===== config.mk =====
export PLATFORM = sky130hd
export DESIGN_NAME = wr_req_assembler
export DESIGN_NICKNAME = d
export VERILOG_FILES = /design/src/rtl/wr_req_assembler.sv
export SDC_FILE = /design/constraint.sdc
export NUM_CORES = 1
export LEC_CHECK = 0
export ABC_AREA = 0
export BUFFER_PORTS_ARGS = -buffer_cell sky130_fd_sc_hd__buf_2
export CAP_MARGIN = 20
export CORE_AREA = 2 2 188 190
export DETAILED_ROUTE_END_ITERATION = 8
export DIE_AREA = 0 0 190 192
export PLACE_DENSITY_LB_ADDON = 0.25
export SLEW_MARGIN = 5
export SYNTH_ARGS = -nofsm -noshare
export SYNTH_HDL_FRONTEND = slang
export SYNTH_SLANG_ARGS = --single-unit
export TNS_END_PERCENT = 30

===== constraint.sdc =====
create_clock -name clk -period 8.3 [get_ports clk]
set_clock_uncertainty 0.1 [all_clocks]
set_input_delay 1.66 -clock clk [delete_from_list [all_inputs] [get_ports clk]]
set_output_delay 1.66 -clock clk [all_outputs]
set_load 0.01 [all_outputs]

===== src/rtl/wr_req_assembler.sv =====
// wr_req_assembler
//   Buffers AXI AW requests in a FIFO and decodes each address into mem_addr_t
//   plus a one-hot rank-FSM select ({channel,rank}). Each queued request is
//   presented to its FSM as an address phase, followed by BURST_LENGTH W beats
//   streamed to the same FSM. Burst completion is decided by the beat count only.
//   Optional feature macro: WRASM_ERRCHK_EN (sticky last/id mismatch flags on err).
module wr_req_assembler #(
    parameter int ASSEMBLER_DEPTH = 8,
    parameter int BURST_LENGTH    = 8,
    parameter int NUM_FSM         = 8,
    parameter int AXI_DATAWIDTH   = 64
) (
    input  logic                                    clk,
    input  logic                                    rst,
    input  logic                                    aw_valid,
    input  logic [36:0]                             aw,
    output logic                                    aw_ready,
    input  logic                                    w_valid,
    input  logic [AXI_DATAWIDTH+AXI_DATAWIDTH/8+5:0] w,
    output logic                                    w_ready,
    output logic [NUM_FSM-1:0]                      req_valid,
    input  logic [NUM_FSM-1:0]                      fsm_aw_ready,
    output logic [31:0]                             mem_addr,
    output logic [3:0]                              mem_id,
    output logic                                    mem_user,
    output logic                                    data_valid,
    input  logic [NUM_FSM-1:0]                      fsm_w_ready,
    output logic [AXI_DATAWIDTH-1:0]                write_data,
    output logic [AXI_DATAWIDTH/8-1:0]              write_strb,
    output logic                                    last,
    output logic [1:0]                              err
);
    localparam int STRB_W  = AXI_DATAWIDTH / 8;
    localparam int SEL_W   = $clog2(NUM_FSM);
    localparam int CHWIDTH = 1;
    localparam int RKWIDTH = SEL_W - CHWIDTH;
    localparam int PTR_W   = $clog2(ASSEMBLER_DEPTH);
    localparam int CNT_W   = $clog2(BURST_LENGTH);
    localparam logic [CNT_W-1:0] LAST_BEAT = CNT_W'(BURST_LENGTH - 1);
    localparam logic [PTR_W:0]   FULL_CNT  = (PTR_W + 1)'(ASSEMBLER_DEPTH);

    // Channel and rank sit at the top of the address so {channel,rank} is the FSM index.
    typedef struct packed {
        logic [CHWIDTH-1:0]  channel;
        logic [RKWIDTH-1:0]  rank;
        logic [31-SEL_W:0]   offset;
    } mem_addr_t;

    typedef enum logic [1:0] {IDLE = 2'd0, ADDR = 2'd1, DATA = 2'd2} state_t;

    // AW channel fields {id,addr,user}
    logic [3:0]   aw_id;
    mem_addr_t    aw_addr;
    logic         aw_user;
    logic [NUM_FSM-1:0] aw_fsm;

    assign aw_id   = aw[36:33];
    assign aw_addr = mem_addr_t'(aw[32:1]);
    assign aw_user = aw[0];
    assign aw_fsm  = NUM_FSM'(1) << {aw_addr.channel, aw_addr.rank};

    // W channel fields {data,user,id,last,strb}
    logic [AXI_DATAWIDTH-1:0] w_data;
    logic                     w_user;
    logic [3:0]               w_id;
    logic                     w_last;
    logic [STRB_W-1:0]        w_strb;

    assign {w_data, w_user, w_id, w_last, w_strb} = w;

    // Request FIFO storage and control
    logic [3:0]         fifo_id   [ASSEMBLER_DEPTH];
    mem_addr_t          fifo_addr [ASSEMBLER_DEPTH];
    logic               fifo_user [ASSEMBLER_DEPTH];
    logic [NUM_FSM-1:0] fifo_fsm  [ASSEMBLER_DEPTH];
    logic [PTR_W-1:0]   wr_ptr;
    logic [PTR_W-1:0]   rd_ptr;
    logic [PTR_W:0]     fifo_cnt;
    logic [CNT_W-1:0]   beat_cnt;

    state_t state;
    state_t state_nxt;

    logic               push;
    logic               pop;
    logic               addr_acc;
    logic               beat_acc;
    logic [NUM_FSM-1:0] head_fsm;

    assign head_fsm = fifo_fsm[rd_ptr];
    // A full FIFO refuses pushes even if the head pops in the same cycle.
    assign aw_ready = (fifo_cnt != FULL_CNT);
    assign push     = aw_valid & aw_ready;
    assign addr_acc = (state == ADDR) & (|(fsm_aw_ready & head_fsm));
    assign beat_acc = (state == DATA) & w_valid & w_ready;
    assign pop      = beat_acc & (beat_cnt == LAST_BEAT);

    // Entry payload is written on push; it needs no reset since fifo_cnt guards reads.
    always_ff @(posedge clk) begin
        if (push) begin
            fifo_id[wr_ptr]   <= aw_id;
            fifo_addr[wr_ptr] <= aw_addr;
            fifo_user[wr_ptr] <= aw_user;
            fifo_fsm[wr_ptr]  <= aw_fsm;
        end
    end

    // FIFO pointers, occupancy and beat counter.
    always_ff @(posedge clk) begin
        if (rst) begin
            wr_ptr   <= '0;
            rd_ptr   <= '0;
            fifo_cnt <= '0;
            beat_cnt <= '0;
        end else begin
            if (push) wr_ptr <= wr_ptr + 1'b1;
            if (pop)  rd_ptr <= rd_ptr + 1'b1;
            case ({push, pop})
                2'b10:   fifo_cnt <= fifo_cnt + 1'b1;
                2'b01:   fifo_cnt <= fifo_cnt - 1'b1;
                default: fifo_cnt <= fifo_cnt;
            endcase
            if (pop)           beat_cnt <= '0;
            else if (beat_acc) beat_cnt <= beat_cnt + 1'b1;
        end
    end

    // State register.
    always_ff @(posedge clk) begin
        if (rst) state <= IDLE;
        else     state <= state_nxt;
    end

    // Next-state: IDLE -> ADDR on a queued request, ADDR -> DATA on FSM accept,
    // DATA -> IDLE when the final beat is accepted.
    always_comb begin
        state_nxt = state;
        case (state)
            IDLE:    if (fifo_cnt != '0) state_nxt = ADDR;
            ADDR:    if (addr_acc)       state_nxt = DATA;
            DATA:    if (pop)            state_nxt = IDLE;
            default: state_nxt = IDLE;
        endcase
    end

    // Outputs: head entry visible in ADDR/DATA, W passthrough only in DATA.
    always_comb begin
        req_valid  = '0;
        mem_addr   = '0;
        mem_id     = '0;
        mem_user   = 1'b0;
        w_ready    = 1'b0;
        data_valid = 1'b0;
        write_data = '0;
        write_strb = '0;
        last       = 1'b0;
        case (state)
            ADDR: begin
                req_valid = head_fsm;
                mem_addr  = fifo_addr[rd_ptr];
                mem_id    = fifo_id[rd_ptr];
                mem_user  = fifo_user[rd_ptr];
            end
            DATA: begin
                mem_addr   = fifo_addr[rd_ptr];
                mem_id     = fifo_id[rd_ptr];
                mem_user   = fifo_user[rd_ptr];
                w_ready    = |(fsm_w_ready & head_fsm);
                data_valid = w_valid;
                write_data = w_data;
                write_strb = w_strb;
                last       = (beat_cnt == LAST_BEAT);
            end
            default: ;
        endcase
    end

`ifdef WRASM_ERRCHK_EN
    logic [1:0] err_q;
    logic       unused_w;

    assign unused_w = w_user;

    // Sticky protocol checks on accepted beats; they never influence the data flow.
    always_ff @(posedge clk) begin
        if (rst) begin
            err_q <= 2'b00;
        end else if (beat_acc) begin
            if (w_last != (beat_cnt == LAST_BEAT)) err_q[0] <= 1'b1;
            if (w_id != fifo_id[rd_ptr])           err_q[1] <= 1'b1;
        end
    end

    assign err = err_q;
`else
    logic unused_w;

    assign unused_w = ^{w_user, w_id, w_last};
    assign err      = 2'b00;
`endif

endmodule

# Yosys cells after proc, flatten, opt, wreduce, memory -nomap -nowiden
# Memory sizes are Yosys's and may differ from the RTL's. A register that Yosys moved wholly into a read port is not among the register bits.
# Cells that the tools add are included.
word_totals:
  ff_bits: 15
  inputBits: 135
  out_inout_bits: 123
  mem_bits_ro: 0
  ramBits: 360
  word_cells: 63
  latchBits: 0
  memories: 4
mem_list:
  columns: ["memory", "depth", "word_bits", "rd", "rd_clocked_by_memory_dff", "write_ports", "line_no", "source"]
  rows:
  - ["fifo_addr", 8, 32, 1, 1, 1, "73", "mem_addr_t fifo_addr [ASSEMBLER_DEPTH];"]
  - ["fifo_fsm", 8, 8, 1, 1, 1, "75", "logic [NUM_FSM-1:0] fifo_fsm [ASSEMBLER_DEPTH];"]
  - ["fifo_id", 8, 4, 1, 1, 1, "72", "logic [3:0] fifo_id [ASSEMBLER_DEPTH];"]
  - ["fifo_user", 8, 1, 1, 1, 1, "74", "logic fifo_user [ASSEMBLER_DEPTH];"]
classes:
  n_addsub: 5
  n_reduce_logical: 8
  n_eq_ne: 9
  bitwise_logic: 7
  div: 0
  shift: 1
  mul: 0
  n_lt_le_gt_ge: 0
  n_mux: 24
ops:
  columns: ["cell", "count"]
  rows:
  - ["2-to-1 mux 64 bit", 1]
  - ["2-to-1 mux 32 bit", 1]
  - ["2-to-1 mux 3 bit", 8]
  - ["bitwise AND 8 bit", 2]
  - ["2-to-1 mux 8 bit", 2]
  - ["OR reduction 8 bit", 2]
  - ["adder 3 x 1 -> 3 bit, second input constant", 3]
  - ["one-hot mux 4 bit (2 select lines)", 1]
  - ["left shift 1 x 3 -> 8 bit, first input constant", 1]
  - ["2-to-1 mux 1 bit", 6]
  - ["2-to-1 mux 2 bit", 3]
  - ["!= test 2 bit, second input constant", 3]
  - ["one-hot mux 2 bit (3 select lines)", 1]
  - ["bitwise AND 1 bit", 5]
  - ["adder 4 x 1 -> 4 bit, second input constant", 1]
  - ["equality test 2 x 1 -> 1 bit, second input constant", 2]
  - ["equality test 2 bit, second input constant", 2]
  - ["2-to-1 mux 4 bit", 1]
  - ["!= test 4 bit, second input constant", 1]
  - ["nonzero test 4 bit", 1]
  - ["OR reduction 2 bit", 2]
  - ["subtractor 4 x 1 -> 4 bit, second input constant", 1]
  - ["equality test 3 bit, second input constant", 1]
  - ["AND reduction 3 bit", 1]
  - ["2 further kinds", 2]

# Logic depth before layout (Yosys ltp)
logic_depth:
  word_depth: 7
  depth_mapped: 16
  depth_no_buf: 13

# Least setup slack after synthesis
# Ideal clock, no wire load.
synth_timing:
  kind: "in2reg"
  startpoint: "input aw_valid"
  endpoint: "memory fifo_addr[0][0] (netlist bit), enable pin"
  setup_ns: 0.559
  t_required_ns: 7.641
  path_slack_ns: 1.542
  path_stages: 2
  arrival_ns: 6.098
  n_path_buf: 0
  path_cell_list: "nand2_1 > nor4_1"
synth_between:
  elab_chain_cells: 3
synth_rtl:
  columns: ["item", "line_no", "source"]
  rows:
  - ["start: declaration", "15", "input logic aw_valid,"]
  - ["bitwise AND 1 bit", "93", "assign push = aw_valid & aw_ready;"]
  - ["2-to-1 mux 1 bit", "100", "if (push) begin"]
  - ["2-to-1 mux 1 bit (implied by the code)", "102", "fifo_addr[wr_ptr] <= aw_addr;"]
  - ["end: declaration", "73", null]
# No other way between the ends.

==> metrics.yaml <==
floorplan:
  die_width_um: 190
  die_y_um: 192
  start_util_pct: 44.8
  rows: 68
  ioPinCount: 258
  core_area_mm2: 0.0343
  die-area_mm2: 0.0365
worst_setup_path:
  cp-end-kind: "primary output"
  crit_required_ns: 6.54
  cp_data_arrival_time_ns: 3.61
  r2r_end: "fifo_cnt[3]$_SDFFE_PP0P_"
  cp_max_fo: 24
  regToRegSetupSlack_ns: 3.62
  setup.worst_path.class: "reg2out"
  reg2regPathDepth: 14
  start_kind: "register"
logic_synthesis:
  synth_cells: 805
  synthArstFlopShare_pct: 0
  yosys.cell_types.count: 43
  yosys.area.top_type: "edfxtp_1"
  synth_top_area_share_pct: 70.4
  yosysSeqAreaShare_pct: 72.8
  synthFlopType: "edfxtp_1"
  syn_area_mm2: 0.0154
  yosysWarningCount: 0
  synth_edf_count: 360
  synth.top_cells.by_area: "edfxtp_1, mux4_2, mux2i_1, and2_1, dfxtp_1"
  synth-seq-cells: 378
  syn_avg_cell_area_um2: 19.1
clock_tree:
  cts.path.max_buffers: 3
  clk_pin_slew_ns: 0.06
  postCtsHoldBufs: 0
  cts_resized: 0
  cts-root-buf: "clkbuf_16"
  numCtsBuffers: 40
  cts.sinks: 378
  cts_setup_buffers: 0
  worstSkewPairLatency_ns: 0.52
  htree_levels: 2
  cts_tree: "built"
sta:
  period_needed_ns: 5.37
  rsz0062_at_grt: "false"
  relSlewSlack_pct: 34.7
  slew_violations: 0
  period_share_pct: 64.7
  setup_tns_ns: 0
  hold_slack_ns: 0.356
  final-hold-violation-count: 0
  fmax_mhz: 186
  setup_viol_count_final: 0
  tightest_slew_ns: 0.980
min_path:
  worstHoldPathType: "reg2reg"
  hold_depth: 2
  worstHoldStart: "beat_cnt[1]$_SDFFE_PP0P_"
  holdPathEnd: "beat_cnt[1]$_SDFFE_PP0P_"
job:
  maxCapViolCount: 0
global_route:
  grt_pass1_vias: 8342
  grt_remaining_overflow: 0
  antenna_found_initial: 6
  grt_max_degree: 77
  grt_pass1_wl_mm: 50.5
  grt.total_usage_pct: 18.9
finish:
  fin_nets: 1217
  fillers: 2785
  layout_commonest_cell: "edfxtp_1"
  layout_common_cells: "edfxtp_1, buf_2, mux4_2"
  fin_cells: 1558
  areaGrowthSynthToFinish_pct: 20.3
  design_area_mm2: 0.0185
  layout-drive-gt1-share_pct: 37.8
placed_design:
  dpl.hpwl_mm: 20.0
  port_buffers: 249
  place_inst: 1482
  place.gp.congestion: 0.873
  dpl_cell_area_mm2: 0.0171
routing:
  ant_nets: 0
  drc: 0
  routed_wl_mm: 34.8
  drt-initial-drc-count: 492
  post_drt_wl_per_cell_um: 22.3
  drt-vias-per-instance: 5.27
  drt_pass1_iterations: 4
  num_vias: 8216
pwr:
  vdd_ir_drop_max_mv: 0.195
  fin_total_pwr_mw: 4.45
  p_leak_nw: 6.51
  powerDensity_mw_per_mm2: 241
run_status:
  status: "completed"
[power breakdown]
group          total (mW)  switching [mW]  internal [mW]
clock network        1.73           0.683           1.05
logic               0.569           0.336          0.233
registers            2.15          0.0147           2.14
total                4.45            1.03           3.42
[critical path, cell delays in order, from the launching register on]
cell and delay (ns):
dfxtp_2 0.97, buf_4 0.57, and2_1 0.35, a22oi_1 0.20
a32o_1 0.31, a221o_1 0.33, o21a_1 0.22, buf_2 0.14
[layout make-up]
cell class / instances / area (um^2) / share of cell area (%)
sequential: 378 / 11200 / 60.5
clock inverter: 22 / 213 / 1.15
clock buffer: 50 / 1080 / 5.85
antenna: 3 / 7.51 / 0.0407
timing repair buffer: 262 / 1360 / 7.39
inverter: 7 / 26.3 / 0.142
multi-input combinational: 381 / 4030 / 21.8
tap: 455 / 569 / 3.08
[stage by stage]
step                      setup WS (ns)  utilization [%]
after floorplan                    1.54                -
after global placement             3.16             50.0
after detailed placement           3.16             50.0
after CTS                          2.62             53.8
after global routing               2.78             53.8
final                              2.93             53.9
[synthesized netlist by cell type, drive strengths merged, types with 8 or more instances]
| library cell | n |
|---|---|
| mux2i | 60 |
| a21oi | 9 |
| a22oi | 8 |
| mux4 | 80 |
| edfxtp | 360 |
| nor2b | 39 |
| ha | 11 |
| and2 | 79 |
| buf | 18 |
| nor2 | 17 |
| nand2 | 14 |
| clkbuf | 22 |
| dfxtp | 18 |
| nand3 | 8 |
[kinds of logic (layout without fill, tap and decap cells)]
logic type	after synthesis	after routing	synth area share, %
flops	378	378	72.8
simple gates	188	188	7.13
mux	142	142	15.8
buf+inv	47	341	1.39
compound gates	31	31	1.53
fa+ha+maj	12	12	1.03
xor+xnor	6	6	0.342
other cells	1	5	0.0244
[metal layers]
metal / up-vias / global-route usage (%) / wire [um]
met4: 4 / 6.20 / 748
met1: 4142 / 24.0 / 14000
met5: - / 0 / 27
met2: 310 / 32.5 / 17500
met3: 50 / 3.95 / 2510
li1: 3710 / - / -
[how the worst max path moves through the flow]
| stage | start | endpoint | slack [ns] | depth (start not counted) |
|---|---|---|---|---|
| after floorplan | aw_valid | fifo_addr[0][0]$_DFFE_PP_ | 1.54 | 2 |
| after global placement | register | mem_addr[22] | 3.16 | 6 |
| after detailed placement | register | mem_addr[22] | 3.16 | 6 |
| after CTS | register | mem_addr[22] | 2.62 | 6 |
| after global routing | register | w_ready | 2.78 | 7 |
| final | register | w_ready | 2.93 | 7 |
[flip-flops by register name (all words and copies together), names as in the netlist, named ones only]
register and count:
beat_cnt 3, fifo_addr 256, fifo_cnt 4, fifo_fsm 64, fifo_id 32, fifo_user 8
rd_ptr 3, state 2, wr_ptr 3
Power figures use the tool's default switching activity.
